### config.mk
export PLATFORM = sky130hd
export DESIGN_NAME = buf_wr_arbiter_rr
export DESIGN_NICKNAME = d
export VERILOG_FILES = /design/src/rtl/buf_wr_arbiter_rr.sv
export SDC_FILE = /design/constraint.sdc
export NUM_CORES = 1
export LEC_CHECK = 0
export ABC_AREA = 0
export BUFFER_PORTS_ARGS = -buffer_cell sky130_fd_sc_hd__buf_2
export CAP_MARGIN = 20
export CORE_AREA = 2 2 516 518
export CTS_CLUSTER_SIZE = 20
export DETAILED_ROUTE_END_ITERATION = 7
export DIE_AREA = 0 0 518 520
export SKIP_LAST_GASP = 1
export SLEW_MARGIN = 10
export SYNTH_ARGS = -nofsm -noshare
export SYNTH_HDL_FRONTEND = slang
export SYNTH_SLANG_ARGS = --single-unit
### constraint.sdc
create_clock -name clk -period 2 [get_ports clk]
set_input_delay 0 -clock clk [delete_from_list [all_inputs] [get_ports clk]]
set_output_delay 0 -clock clk [all_outputs]
set_load 0.05 [all_outputs]
### src/rtl/buf_wr_arbiter_rr.sv
// -----------------------------------------------------------------------------
// buf_wr_arbiter_rr
//   Packet-level round-robin arbiter sharing the single buffer write path and
//   the address manager free-list head among NUM_PORTS AXI-Stream ingress
//   ports. A port owns the write path for one whole packet. Each stored word
//   is written at the current free-list head and advances it by one. A
//   descriptor (start address, word count, source port, truncation flag) is
//   offered once per packet.
//
//   FSM: IDLE (arbitrate) -> BURST (move words) -> DESC (offer descriptor).
// -----------------------------------------------------------------------------
module buf_wr_arbiter_rr #(
    parameter int NUM_PORTS     = 4,
    parameter int DATA_WIDTH    = 256,
    parameter int ADDR_WIDTH    = 12,
    parameter int LEN_WIDTH     = 6,
    parameter int MAX_PKT_WORDS = 48
) (
    input  logic                            clk,
    input  logic                            rstn,
    // Ingress AXI-Stream ports
    input  logic [NUM_PORTS*DATA_WIDTH-1:0] s_axis_tdata,
    input  logic [NUM_PORTS-1:0]            s_axis_tvalid,
    input  logic [NUM_PORTS-1:0]            s_axis_tlast,
    output logic [NUM_PORTS-1:0]            s_axis_tready,
    // Address manager
    input  logic [ADDR_WIDTH-1:0]           am_fl_head,
    input  logic                            am_almost_full,
    output logic                            am_wr_en,
    // Buffer RAM write port
    output logic                            buf_wr_en,
    output logic [ADDR_WIDTH-1:0]           buf_wr_addr,
    output logic [DATA_WIDTH-1:0]           buf_wr_data,
    // Descriptor to scheduler
    output logic                            desc_valid,
    input  logic                            desc_ready,
    output logic [ADDR_WIDTH-1:0]           desc_addr,
    output logic [LEN_WIDTH-1:0]            desc_len,
    output logic [$clog2(NUM_PORTS)-1:0]    desc_port,
    output logic                            desc_err
);

    localparam int PORT_W = $clog2(NUM_PORTS);
    localparam int CNT_W  = $clog2(MAX_PKT_WORDS + 1);

    localparam logic [CNT_W-1:0]  MAX_CNT   = CNT_W'(MAX_PKT_WORDS);
    localparam logic [PORT_W:0]   NUM_P_EXT = (PORT_W + 1)'(NUM_PORTS);
    localparam logic [PORT_W-1:0] LAST_PORT = PORT_W'(NUM_PORTS - 1);

    typedef enum logic [1:0] {
        ST_IDLE  = 2'd0,
        ST_BURST = 2'd1,
        ST_DESC  = 2'd2
    } state_t;

    // -------------------------------------------------------------------------
    // Registers
    // -------------------------------------------------------------------------
    state_t                r_state;
    logic [PORT_W-1:0]     r_rr_ptr;      // first port considered next arbitration
    logic [PORT_W-1:0]     r_grant;       // port owning the current packet
    logic [CNT_W-1:0]      r_count;       // words stored so far in this packet
    logic                  r_err;         // a word of this packet was discarded
    logic [ADDR_WIDTH-1:0] r_desc_addr;
    logic [LEN_WIDTH-1:0]  r_desc_len;
    logic [PORT_W-1:0]     r_desc_port;
    logic                  r_desc_err;

    // -------------------------------------------------------------------------
    // Combinational signals
    // -------------------------------------------------------------------------
    state_t                w_state_nxt;
    logic                  w_req_found;   // some port requests in IDLE
    logic [PORT_W-1:0]     w_req_idx;     // winning port of the round-robin scan
    logic                  w_grant_now;   // IDLE grant taken this cycle
    logic                  w_beat;        // granted port transfers a word
    logic                  w_last;        // that word ends the packet
    logic                  w_store;       // word fits in MAX_PKT_WORDS and is written
    logic                  w_first;       // word is the first of the packet
    logic [CNT_W-1:0]      w_count_inc;   // stored words including this beat
    logic [PORT_W-1:0]     w_rr_nxt;      // port after the granted one, wrapped

    // Round-robin scan: first requesting port at or after the pointer, wrapping.
    always_comb begin
        logic [PORT_W:0]   v_sum;
        logic [PORT_W-1:0] v_sel;
        // NOTE: every comb output gets a default first so no path infers a latch.
        w_req_found = 1'b0;
        w_req_idx   = '0;
        v_sum       = '0;
        v_sel       = '0;
        for (int k = 0; k < NUM_PORTS; k++) begin
            v_sum = {1'b0, r_rr_ptr} + (PORT_W + 1)'(k);
            if (v_sum >= NUM_P_EXT) begin
                v_sum = v_sum - NUM_P_EXT;
            end
            v_sel = v_sum[PORT_W-1:0];
            if (!w_req_found && s_axis_tvalid[v_sel]) begin
                w_req_found = 1'b1;
                w_req_idx   = v_sel;
            end
        end
    end

    // Beat qualification for the port that currently owns the write path.
    always_comb begin
        w_grant_now = (r_state == ST_IDLE) && w_req_found && !am_almost_full;
        w_beat      = (r_state == ST_BURST) && s_axis_tvalid[r_grant];
        w_last      = s_axis_tlast[r_grant];
        w_store     = w_beat && (r_count < MAX_CNT);
        w_first     = w_beat && (r_count == '0);
        w_count_inc = r_count + CNT_W'(1);
        w_rr_nxt    = (r_grant == LAST_PORT) ? '0 : r_grant + PORT_W'(1);
    end

    // -------------------------------------------------------------------------
    // FSM state register
    // -------------------------------------------------------------------------
    // Advance the FSM; synchronous active-low reset returns it to IDLE.
    always_ff @(posedge clk) begin
        // NOTE: sequential state uses non-blocking assignments so every register
        // samples pre-edge values regardless of statement order.
        if (!rstn) begin
            r_state <= ST_IDLE;
        end else begin
            r_state <= w_state_nxt;
        end
    end

    // Next-state decision: grant, end of packet, descriptor handshake.
    always_comb begin
        w_state_nxt = r_state;
        case (r_state)
            ST_IDLE: begin
                if (w_grant_now) begin
                    w_state_nxt = ST_BURST;
                end
            end
            ST_BURST: begin
                if (w_beat && w_last) begin
                    w_state_nxt = ST_DESC;
                end
            end
            ST_DESC: begin
                if (desc_ready) begin
                    w_state_nxt = ST_IDLE;
                end
            end
            default: begin
                w_state_nxt = ST_IDLE;
            end
        endcase
    end

    // Output decode: ready to the owner only, write strobes only on stored beats.
    always_comb begin
        s_axis_tready = '0;
        if (r_state == ST_BURST) begin
            s_axis_tready[r_grant] = 1'b1;
        end
        buf_wr_en   = w_store;
        am_wr_en    = w_store;
        buf_wr_addr = am_fl_head;
        buf_wr_data = s_axis_tdata[int'(r_grant)*DATA_WIDTH +: DATA_WIDTH];
        desc_valid  = (r_state == ST_DESC);
        desc_addr   = r_desc_addr;
        desc_len    = r_desc_len;
        desc_port   = r_desc_port;
        desc_err    = r_desc_err;
    end

    // -------------------------------------------------------------------------
    // Packet datapath: grant, word count, round-robin pointer, descriptor fields
    // -------------------------------------------------------------------------
    // Track the granted packet and capture its descriptor on first and last beat.
    always_ff @(posedge clk) begin
        // NOTE: descriptor fields are reset too, so the scheduler never sees X
        // on them even though desc_valid already qualifies them.
        if (!rstn) begin
            r_rr_ptr    <= '0;
            r_grant     <= '0;
            r_count     <= '0;
            r_err       <= 1'b0;
            r_desc_addr <= '0;
            r_desc_len  <= '0;
            r_desc_port <= '0;
            r_desc_err  <= 1'b0;
        end else begin
            if (w_grant_now) begin
                r_grant <= w_req_idx;
                r_count <= '0;
                r_err   <= 1'b0;
            end

            if (w_beat) begin
                if (w_store) begin
                    r_count <= w_count_inc;
                end else begin
                    r_err <= 1'b1;
                end

                if (w_first) begin
                    r_desc_addr <= am_fl_head;
                    r_desc_port <= r_grant;
                end

                if (w_last) begin
                    // A discarded last beat leaves the count saturated at MAX.
                    r_desc_len <= w_store ? LEN_WIDTH'(w_count_inc)
                                          : LEN_WIDTH'(r_count);
                    r_desc_err <= r_err | ~w_store;
                    r_rr_ptr   <= w_rr_nxt;
                end
            end
        end
    end

endmodule

; Yosys cells after proc, flatten, opt, wreduce, memory -nomap -nowiden
; Cells that the tools add are included.
[word_totals]
regBits = 34
input_bits = 1048
out_inout_bits = 296
elab_cells = 96
[classes]
add_sub_neg = 9
order_cmp = 11
eq_ne = 6
shift = 1
n_mux = 39
n_bitwise = 2
reduce_logical = 19
[ops]
columns = operator, n
row1 = indexed part select 1024 x 11 -> 256 bit, 1
row2 = 2-to-1 mux 2 bit, 12
row3 = 2-to-1 mux 6 bit, 4
row4 = < comparator 2 x 3 -> 1 bit (second input constant), 5
row5 = 2-to-1 mux 1 bit, 14
row6 = binary-select mux 1 bit (select 2 bit), 6
row7 = logical AND 1 bit, 10
row8 = greater-or-equal comparator 3 bit (second input constant), 3
row9 = subtractor 2 x 1 -> 2 bit (second input constant), 4
row10 = adder 2 x 2 -> 3 bit (second input constant), 2
row11 = adder 6 x 1 -> 6 bit (second input constant), 1
row12 = logical NOT 6 bit, 1
row13 = < comparator 6 bit (second input constant), 1
row14 = one-hot mux 2 bit (3 select lines), 1
row15 = equality test 2 bit (second input constant), 2
row16 = logical NOT 1 bit, 4
row17 = 2-to-1 mux 4 bit, 1
row18 = inequality test 2 x 1 -> 1 bit (second input constant), 2
row19 = AND reduction 2 bit, 2
row20 = adder 2 x 1 -> 3 bit (second input constant), 1
row21 = greater-or-equal comparator 2 x 3 -> 1 bit (second input constant), 1
row22 = AND reduction 3 bit, 1
row23 = adder 2 x 1 -> 2 bit (second input constant), 1
row24 = demux 1 bit (select 2 bit), 1
row25 = 6 further kinds, 6

; Longest topological paths before layout
[depth]
word_depth = 19
mapped_depth = 7
depth_no_buf = 5

; Worst setup path before layout
; No wires, ideal clock.
[synth_path]
path_type = reg-to-output
from = register r_state[0]
to = output port buf_wr_en
arrival_time_ns = 2.237
required_time_ns = 2.000
setup_slack_ns = -0.237
path_stages_with_launch = 7
path_buffers = 3
cell_sequence = dfxtp_1 or3b_1 o22a_1 buf_2 clkbuf_1 nor2_1 buf_4
[synth_via]
elab_chain_cells = 3
[synth_rtl]
columns = element, line
row1 = "start, declared", 59  ; state_t r_state;
row2 = "start signal, assigned", 126  ; r_state <= w_state_nxt;
row3 = equality test 2 x 1 -> 1 bit, 108  ; w_beat = (r_state == ST_BURST) && s_axis_tvalid[r_grant];
row4 = logical AND 1 bit, 108
row5 = logical AND 1 bit, 110  ; w_store = w_beat && (r_count < MAX_CNT);
row6 = "end, declared", 31  ; output logic buf_wr_en,
; No other way between the ends.

; Final worst setup path
[layout_path]
from = register r_grant[0]
to = output port buf_wr_data[26]
[layout_via]
elab_chain_cells = 1
[layout_rtl]
columns = element, line
row1 = "start, declared", 61  ; logic [PORT_W-1:0] r_grant;
row2 = "start signal, assigned", 190  ; r_grant <= w_req_idx;
row3 = indexed part select 1024 x 11 -> 256 bit, 164  ; buf_wr_data = s_axis_tdata[int'(r_grant)*DATA_WIDTH +: DATA_WIDTH];
row4 = "end, declared", 33  ; output logic [DATA_WIDTH-1:0] buf_wr_data,
; No other way between the ends.

==> impl_metrics.xml <==
<?xml version="1.0" encoding="UTF-8"?>
<metrics>
  <group name="status">
    <metric name="outcome" unit="">complete, but fails checks</metric>
    <metric name="violated_checks" unit="">antenna violations, negative setup slack</metric>
  </group>
  <group name="cells_and_area">
    <metric name="stdcell_area" unit="sq um">22800</metric>
    <metric name="flow.area_growth_from_synthesis" unit="%">193</metric>
    <metric name="multi_input_comb_area" unit="sq um">6720</metric>
    <metric name="area.sequential" unit="sq um">688</metric>
    <metric name="layout.nets" unit="">2950</metric>
    <metric name="postLayoutCoreUtil" unit="%">8.62</metric>
    <metric name="drive_above_1_share" unit="%">90.7</metric>
    <metric name="final_cell_mix" unit="">buf_2 (1130), mux4_2 (256), buf_4 (93)</metric>
    <metric name="layout_commonest_cell" unit="">buf_2</metric>
    <metric name="finish.cell_count_without_fillers" unit="">5694</metric>
    <metric name="fillerInstances" unit="">30874</metric>
  </group>
  <group name="floorplan">
    <metric name="dieHeight" unit="microns">520</metric>
    <metric name="design.die.area" unit="sq um">269000</metric>
    <metric name="core_area" unit="sq um">264000</metric>
    <metric name="initial_util" unit="%">2.95</metric>
    <metric name="dieWidth" unit="microns">518</metric>
    <metric name="placementRows" unit="">189</metric>
    <metric name="io_pins" unit="">1344</metric>
  </group>
  <group name="worst_setup_path">
    <metric name="reg2reg_depth" unit="">5</metric>
    <metric name="crit_path_end_kind" unit="">output port</metric>
    <metric name="critPathMostFrequentCell" unit="">buf_12</metric>
    <metric name="crit_path_top_delay_cell" unit="">mux4_2</metric>
    <metric name="cp_cell_sequence" unit="">buf_12 -&gt; buf_16 -&gt; buf_12 -&gt; buf_16 -&gt; mux4_2 -&gt; buf_12</metric>
    <metric name="wp_data_arrival" unit="ns">2.11</metric>
    <metric name="critical_path.max_fanout" unit="">6</metric>
    <metric name="timing.critical_path.required" unit="ns">2.00</metric>
    <metric name="timing.setup.critical_path_class" unit="">reg2out</metric>
    <metric name="startpoint_types" unit="">flop</metric>
    <metric name="cp_slowest_stage_delay" unit="ns">0.62</metric>
  </group>
  <group name="clock_tree">
    <metric name="h-tree-depth" unit="">2</metric>
    <metric name="clock_latency" unit="ns">0.28</metric>
    <metric name="clock_tree.root_cell" unit="">clkbuf_16</metric>
    <metric name="cts_inserted_buffers" unit="">5</metric>
    <metric name="clock_pin_slew_of_the_registers_on_the_worst_case_setup_and_hold_paths" unit="ns">0.06</metric>
    <metric name="number_of_buffers_on_the_longest_clock_path" unit="">2</metric>
    <metric name="cts_num_sinks" unit="">34</metric>
    <metric name="cts_tree" unit="">built</metric>
  </group>
  <group name="route">
    <metric name="drc_errors" unit="">0</metric>
    <metric name="vias" unit="">17354</metric>
    <metric name="drt_pass1_iterations" unit="">6</metric>
    <metric name="routed_wirelength" unit="microns">274000</metric>
    <metric name="first_iter_violations" unit="">1766</metric>
    <metric name="detail_route.vias_per_cell" unit="">3.05</metric>
    <metric name="wire_per_inst" unit="microns">48.1</metric>
    <metric name="detail-route-antenna-nets" unit="">1</metric>
  </group>
  <group name="timing">
    <metric name="setup_viol" unit="">129</metric>
    <metric name="maximum_achievable_frequency" unit="GHz">0.474</metric>
    <metric name="clock_skew" unit="ns">0.00652</metric>
    <metric name="max_slew_margin_vs_limit" unit="%">55.5</metric>
    <metric name="final_max_slew_viol_count" unit="">0</metric>
    <metric name="slew_at_the_pin_closest_to_its_max_slew_limit" unit="ns">0.666</metric>
    <metric name="post-route-period-util" unit="%">105</metric>
    <metric name="layout_setup_ws" unit="ns">-0.109</metric>
    <metric name="hold_violations" unit="">0</metric>
    <metric name="timing.final.crit_period" unit="ns">2.11</metric>
    <metric name="rsz0062_at_grt" unit="">yes</metric>
  </group>
  <group name="pwr">
    <metric name="total_leakage_power" unit="nW">8.65</metric>
    <metric name="power.total" unit="W">0.00921</metric>
    <metric name="max-vdd-ir-drop" unit="uV">249</metric>
    <metric name="powerDensity" unit="nW/um^2">405</metric>
  </group>
  <group name="yosys">
    <metric name="syn_area_per_cell" unit="sq um">14.8</metric>
    <metric name="synth_simple_gate_area_share" unit="%">3.94</metric>
    <metric name="synth_compound_gate_area_share" unit="%">5.71</metric>
    <metric name="synth_top_family_by_area" unit="">multiplexers</metric>
    <metric name="postSynthRegisterBits" unit="">34</metric>
    <metric name="synth_nets" unit="">1580</metric>
    <metric name="ys_seq_area_share" unit="%">8.75</metric>
    <metric name="yosysWarningCount" unit="">0</metric>
    <metric name="yosys.area_share.xor_xnor" unit="%">0</metric>
    <metric name="adder_and_majority_gate_portion_of_the_synthesized_area" unit="%">0.965</metric>
    <metric name="muxShareOfSynthArea" unit="%">75.1</metric>
    <metric name="ys_types" unit="">43</metric>
    <metric name="syn_inst" unit="">526</metric>
    <metric name="netlist_area" unit="sq um">7780</metric>
  </group>
  <group name="global_routing">
    <metric name="wire_length_of_the_first_global_routing_pass" unit="microns">303000</metric>
    <metric name="antenna_violations_before_repair" unit="">651</metric>
    <metric name="overall_global_routing_resource_usage" unit="%">19.3</metric>
    <metric name="grt_pass1_vias" unit="">13863</metric>
    <metric name="pin_count_of_the_biggest_net_entering_global_routing" unit="">31</metric>
    <metric name="global_route.overflow_total" unit="">0</metric>
  </group>
  <group name="placed_design">
    <metric name="number_of_cells_in_the_design_after_placement" unit="">5365</metric>
    <metric name="portBuffers" unit="">1343</metric>
    <metric name="place.gp.congestion" unit="">1.26</metric>
    <metric name="place_area" unit="sq um">19900</metric>
    <metric name="place.detailed.hpwl" unit="microns">255000</metric>
  </group>
  <group name="worst_hold_path">
    <metric name="holdPathStages" unit="">3</metric>
    <metric name="hold_path_class" unit="">in2reg</metric>
  </group>
  <group name="job">
    <metric name="max-cap-violations" unit="">0</metric>
  </group>
</metrics>
==> sequential cells by signal (all words and copies together) (netlist names) <==
register,cells
desc_err,1
r_rr_ptr,2
r_state,2
desc_len,6
r_count,6
desc_port,2
r_grant,2
r_err,1
desc_addr,12
==> layer usage <==
layer | share of wire (%) | track usage [%] | vias to the layer above
met1 | 30 | 17.6 | 7732
met5 | 1.3 | 0.790 | -
li1 | - | - | 5533
met3 | 19 | 17.0 | 1196
met2 | 45 | 31.2 | 2455
met4 | 5.1 | 6.12 | 438
==> per-stage QoR <==
stage / TNS, ns / worst slack, ns / hold WS [ns]
floorplan: 0 / 0.0211 / 0.131
detailed placement: 0 / 0.0389 / 0.278
finish: -5.13 / -0.109 / 0.00190
global route: -14.55 / -0.138 / 0.00910
CTS: -13.85 / -0.146 / 0.00113
global placement: 0 / 0.0489 / 0.275
==> cells by family after synthesis <==
group | Yosys count
DFF | 34
AOI/OAI and AO/OA | 74
adders and majority gates | 6
buffers and inverters | 92
muxes | 263
and+or+nand+nor | 57
==> timing repair <==
action,CTS,global route
pin swaps,0,3
setup endpoints to repair,218,235
gates resized for setup,183,159
gates cloned,15,9
setup buffers,25,7
hold endpoints to repair,4,0
hold buffers,4,0
==> cell usage after synthesis, drive strengths merged <==
| master | count | area (sq um) |
|---|---|---|
| dfxtp | 34 | 681 |
| mux2 | 1 | 11.3 |
| nand4b | 1 | 8.76 |
| o31ai | 1 | 7.51 |
| nand2b | 4 | 25.0 |
| clkbuf | 33 | 124 |
| mux2i | 6 | 63.8 |
| a211o | 1 | 8.76 |
| nand3b | 1 | 7.51 |
| a21o | 1 | 7.51 |
| nand4 | 1 | 6.26 |
| a311oi | 4 | 47.6 |
| nand3 | 19 | 95.1 |
| nor2b | 2 | 12.5 |
| o22ai | 1 | 6.26 |
| a211oi | 2 | 15.0 |
| a2111o | 1 | 11.3 |
| or4 | 3 | 26.3 |
| ha | 6 | 75.1 |
| o22a | 1 | 8.76 |
| o211ai | 3 | 22.5 |
| nor4 | 2 | 12.5 |
| and2 | 6 | 37.5 |
| inv | 8 | 30.0 |
| o311a | 1 | 10.0 |
| nor2 | 7 | 26.3 |
| mux4 | 256 | 5770 |
| or3b | 1 | 8.76 |
| a22oi | 1 | 7.51 |
| or3 | 1 | 6.26 |
| a22o | 1 | 8.76 |
| buf | 51 | 279 |
| a31oi | 2 | 12.5 |
| nand2 | 9 | 33.8 |
| o21ai | 21 | 105 |
| a21oi | 33 | 165 |
==> where the power goes <==
part           switching [W]  internal, W
sequential         0.0000203     0.000705
combinational        0.00465      0.00291
clock               0.000299     0.000615
total                0.00497      0.00424
==> worst max-delay path, delay by kind of cell, from the launching register on <==
family	cells	cell delay, ns
flip-flops	1	0.39
buffers and inverters	5	0.78
multiplexers	1	0.62
==> final timing paths <==
| kind | start | end | slack, ns |
|---|---|---|---|
| max | r_grant[0] | buf_wr_data[26] | -0.11 |
| max reg2reg | r_grant[1] | r_rr_ptr[0] | 0.05 |
| min reg2reg | desc_addr[10] | desc_addr[10] | 0.48 |
| min | am_fl_head[8] | desc_addr[8] | 0.002 |
==> area by class of cell <==
class	instances	area share [%]
repair buffers	1447	44.2
multi-input cells	400	29.5
well taps	3533	19.4
flip-flops and latches	34	3.02
diodes	265	2.91
clock buffers	6	0.610
clock inverters	1	0.132
inverters	8	0.132
No activity file was read; power rests on OpenSTA's default activity.
